### config.mk
export PLATFORM = sky130hd
export DESIGN_NAME = and_arbiter
export DESIGN_NICKNAME = d
export VERILOG_FILES = /design/src/rtl/and_arbiter.sv
export SDC_FILE = /design/constraint.sdc
export NUM_CORES = 1
export LEC_CHECK = 0
export CORE_MARGIN = 2
export CORE_UTILIZATION = 38
export DETAILED_ROUTE_END_ITERATION = 10
export HOLD_SLACK_MARGIN = 0.12
export PLACE_DENSITY = 0.95
export SYNTH_ARGS = -nofsm -noshare
export SYNTH_HDL_FRONTEND = slang
export SYNTH_SLANG_ARGS = --single-unit
### constraint.sdc
create_clock -name clk -period 5.6 [get_ports clk]
set_clock_uncertainty 0.05 [all_clocks]
set_input_delay 1.68 -clock clk [delete_from_list [all_inputs] [get_ports clk]]
set_output_delay 1.68 -clock clk [all_outputs]
set_load 0.01 [all_outputs]
### src/rtl/and_arbiter.sv
// Round-robin arbiter in front of a shared bitwise-AND unit.
// Registered response port with backpressure and a saturating op counter.
module and_arbiter #(
  parameter int N     = 8,
  parameter int NREQ  = 4,
  parameter int CNT_W = 8,
  localparam int ID_W = $clog2(NREQ)
) (
  input  logic              clk,
  input  logic              rst,
  input  logic [NREQ-1:0]   req_valid,
  input  logic [NREQ*N-1:0] req_a,
  input  logic [NREQ*N-1:0] req_b,
  output logic [NREQ-1:0]   req_ready,
  output logic              resp_valid,
  output logic [N-1:0]      resp_data,
  output logic [ID_W-1:0]   resp_id,
  input  logic              resp_ready,
  output logic [CNT_W-1:0]  op_count
);

  logic              vld_q, vld_d;
  logic [N-1:0]      data_q, data_d;
  logic [ID_W-1:0]   id_q, id_d;
  logic [ID_W-1:0]   ptr_q, ptr_d;
  logic [CNT_W-1:0]  cnt_q, cnt_d;

  logic              found;
  logic [ID_W-1:0]   win;
  logic              accept_ok;
  logic              accept;
  logic [NREQ-1:0]   onehot;
  logic [N-1:0]      sel_a;
  logic [N-1:0]      sel_b;

  // Search starts at the pointer and wraps past the top requester.
  always_comb begin
    int j;
    logic [ID_W-1:0] idx;
    found = 1'b0;
    win   = '0;
    j     = 0;
    idx   = '0;
    for (int k = 0; k < NREQ; k++) begin
      j = int'(ptr_q) + k;
      if (j >= NREQ) j = j - NREQ;
      idx = ID_W'(j);
      if (!found && req_valid[idx]) begin
        found = 1'b1;
        win   = idx;
      end
    end
  end

  assign accept_ok = !vld_q || resp_ready;
  assign accept    = accept_ok && found && !rst;

  always_comb begin
    onehot      = '0;
    onehot[win] = 1'b1;
  end

  assign req_ready = accept ? onehot : '0;

  assign sel_a = req_a[win*N +: N];
  assign sel_b = req_b[win*N +: N];

  always_comb begin
    vld_d  = vld_q;
    data_d = data_q;
    id_d   = id_q;
    ptr_d  = ptr_q;
    cnt_d  = cnt_q;
    if (accept) begin
      vld_d  = 1'b1;
      data_d = sel_a & sel_b;
      id_d   = win;
      ptr_d  = (win == ID_W'(NREQ-1)) ? '0 : win + 1'b1;
      if (cnt_q != '1) cnt_d = cnt_q + 1'b1;
    end else if (resp_ready) begin
      vld_d  = 1'b0;
    end
  end

  always_ff @(posedge clk or posedge rst) begin
    if (rst) begin
      vld_q  <= 1'b0;
      data_q <= '0;
      id_q   <= '0;
      ptr_q  <= '0;
      cnt_q  <= '0;
    end else begin
      vld_q  <= vld_d;
      data_q <= data_d;
      id_q   <= id_d;
      ptr_q  <= ptr_d;
      cnt_q  <= cnt_d;
    end
  end

  assign resp_valid = vld_q;
  assign resp_data  = data_q;
  assign resp_id    = id_q;
  assign op_count   = cnt_q;

endmodule

==> results <==
-- per-layer routing --
| layer | vias to the layer above | GRT usage | part of all wire |
|---|---|---|---|
| met5 | - | 0 | 0 |
| met4 | 0 | 0.04787 | 0.011 |
| met3 | 4 | 0.02083 | 0.049 |
| met2 | 55 | 0.3840 | 0.54 |
| met1 | 767 | 0.2358 | 0.40 |
| li1 | 772 | - | - |
-- metrics by stage --
stage	power (mW)	area, sq um	worst slack [ns]
global placement	0.6470	2376	0.09685
floorplan	0.4564	1401	1.077
finish	0.7563	2431	0.1280
detailed placement	0.6639	2376	0.01742
global route	0.8116	2431	0.04656
CTS	0.7607	2421	0.01401
-- cells in the mapped netlist, types with 2 or more instances --
master,n
nand2_1,38
nor2b_1,3
nand2b_1,3
and2_1,4
o221ai_1,8
ha_1,5
xnor2_1,4
inv_1,3
buf_2,4
clkbuf_1,3
nand3_1,5
a32oi_1,2
and4_1,2
nand2_4,2
or4_4,2
dfrtp_1,21
a21oi_1,16
a41oi_1,14
nor2_1,4
xor2_1,2
-- cell families (layout without fill, tap and decap cells) --
family	Yosys count	in the layout	synth area share
simple gates	68	68	0.2491
compound gates	46	46	0.2447
flops	21	21	0.3750
buf+inv	12	104	0.04107
xor+xnor	6	6	0.03750
fa+ha+maj	5	5	0.04464
mux	1	1	0.008035
-- how the worst min path moves through the flow --
stage / endpoint / slack [ns] / depth (start not counted)
4_1_cts: resp_data[2] / 0.45 / 2
3_3_place_gp: resp_id[1] / 0.41 / 2
3_5_place_dp: resp_data[2] / 0.43 / 2
5_1_grt: resp_id[1] / 0.47 / 2
6_report: resp_id[1] / 0.45 / 2
2_1_floorplan: resp_id[0] / 0.46 / 2
-- state kept, by name, indices dropped and copies added, names as in the netlist --
register,cells
resp_valid,1
ptr_q,2
op_count,8
resp_id,2
resp_data,8
-- critical path: cells and delay by family --
| family | cells | cell delay (ns) |
|---|---|---|
| fa+ha+maj | 1 | 0.15 |
| buf+inv | 2 | 1.05 |
| simple gates | 4 | 0.85 |
-- where the power goes --
| group | internal (mW) | switching [mW] |
|---|---|---|
| clock | 0.0505 | 0.0453 |
| sequential | 0.207 | 0.0545 |
| combinational | 0.218 | 0.181 |
-- area by class of cell --
| type | instances | area, sq um |
|---|---|---|
| Timing Repair Buffer | 96 | 960.9 |
| Tap cell | 48 | 60.06 |
| Multi-Input combinational cell | 126 | 824.5 |
| Inverter | 4 | 15.01 |
| Sequential cell | 21 | 525.5 |
| Fill cell | 292 | 1175 |
| Clock buffer | 4 | 45.04 |
==> impl_results.md <==
- Core area: 3606 sq um
- Syn Nets: 235
- First-pass GRT wire length: 6.775 mm
- Placed cells: 295
- Clock buffer count from CTS: 3
- Worst setup EP type: output pin
- CTS tree: yes
- Cells after Synth: 159
- Synthesized flop and latch total: 21
- Status: finished clean
- Die Wd: 64.73 microns
- Skew-Pair Late Insertion Delay: 0.25 ns
- Vias/cell: 5.344
- Setup-failing EPs final: 0
- Hold Path Class: flip-flop to flip-flop
- Critical-path top delay cell: clkdlybuf4s50_1
- Max Cap Violations: 0
- Utilization after layout: 0.6742
- Fin. max-slew vios: 0
- Origin of the worst setup path: req_valid[3]
- Number of flops mapped to enable cells by yosys: 0
- Gr ovfl total: 0
- Unrepaired setup endpoints after global routing: no
- # rows: 22
- Hold buffers post-CTS: 0
- Vias in the first global route: 1562
- Input/output buffers: 93
- CP endpoint: req_ready[3]
- Final TNS setup: 0 ns
- Synth warnings: 0
- Per-cell routed wire length: 13.86 microns
- Clock slew at the register clock pins of the worst setup and hold paths: 0.07 ns
- Synth area leaders: dfrtp_1 (38%), nand2_1 (10%), a41oi_1 (8.8%)
- Peak supply drop: 147.3 uV
- Largest net degree at the start of global routing: 30
- Final WL: 4.144 mm
- Top cell type's share of synthesized area: 0.3750
- Synth unique cells: 34
- Synth Flop Type: dfrtp_1
- Post-route DRC: 0
- F_max: 182.7 MHz
- Layout area overhead: 73.48%
- Worst r2r src: ptr_q[1]
- Antenna diodes: 0
- Reg2reg end: resp_data[6]
- Initial Utilization: 0.3886
- Ys async rst share: 1.000
- Worst slew margin: 0.7442
- Critical Path RT: 3.87 ns
- Routability cong.: 0.7442
- Most frequent cell on the critical path: clkdlybuf4s50_1
- Hold Path Origin: resp_id[1]
- First-pass detailed-route iteration total: 4
- Longest Clk Path Bufs: 2
- Crit Path Max Fanout: 4
- Resized cells post-CTS: 0
- CP Cell Sequence: clkdlybuf4s50_1 -> nor2_1 -> or4_4 -> nand2_4 -> ha_1 -> and2_1 -> clkdlybuf4s50_1
- Synth area leader: dfrtp_1
- Final cell count without fillers: 299
- Hold Violations, Final: 0
- Layout cell share with drive strength beyond 1: 0.07171
- H-tree Lvls: 1
- Postcts setup bufs: 0
- CP startpoint kind: primary input
- Fin crit period: 5.472 ns
- Vias: 1598
- Worst setup path class: primary input to output pin
- Most frequent cells in the layout: clkdlybuf4s50_1 (90), nand2_1 (38), dfrtp_1 (21)
- R2r worst-path depth: 5
- P_leak: 1.024 nW
- Detailed placer's ending HPWL: 3.312 mm
- Hold WS: 0.4460 ns
- Avg Inst Size Synth: 8.813 sq um
- Synthesized cell area: 1401 sq um
- Slew at the pin with the worst max-slew slack: 0.3807 ns
- GR Util All Layers: 0.2003
- Commonest non-fill, non-tap cell in the layout: clkdlybuf4s50_1
- Die height: 64.73 microns
- Critical Path AT: 3.74 ns
- Worst reg2reg setup slack: 3.82 ns
- Antenna-violating nets left: 0
- Number of DRC markers in iteration 0: 71
- Clk root buf: clkbuf_8
- Delay of the slowest critical-path stage: 0.53 ns
- Ports: 94
- Die Area: 4189 sq um
- PwrDens: 311.1 nW/um^2
- Initial antenna violation count: 0
- Nets: 328
- Fin crit share: 0.9771
- Register area share after synthesis: 0.3750
- CTS Sinks: 21
Note: power is estimated with default switching activity, not from simulation.
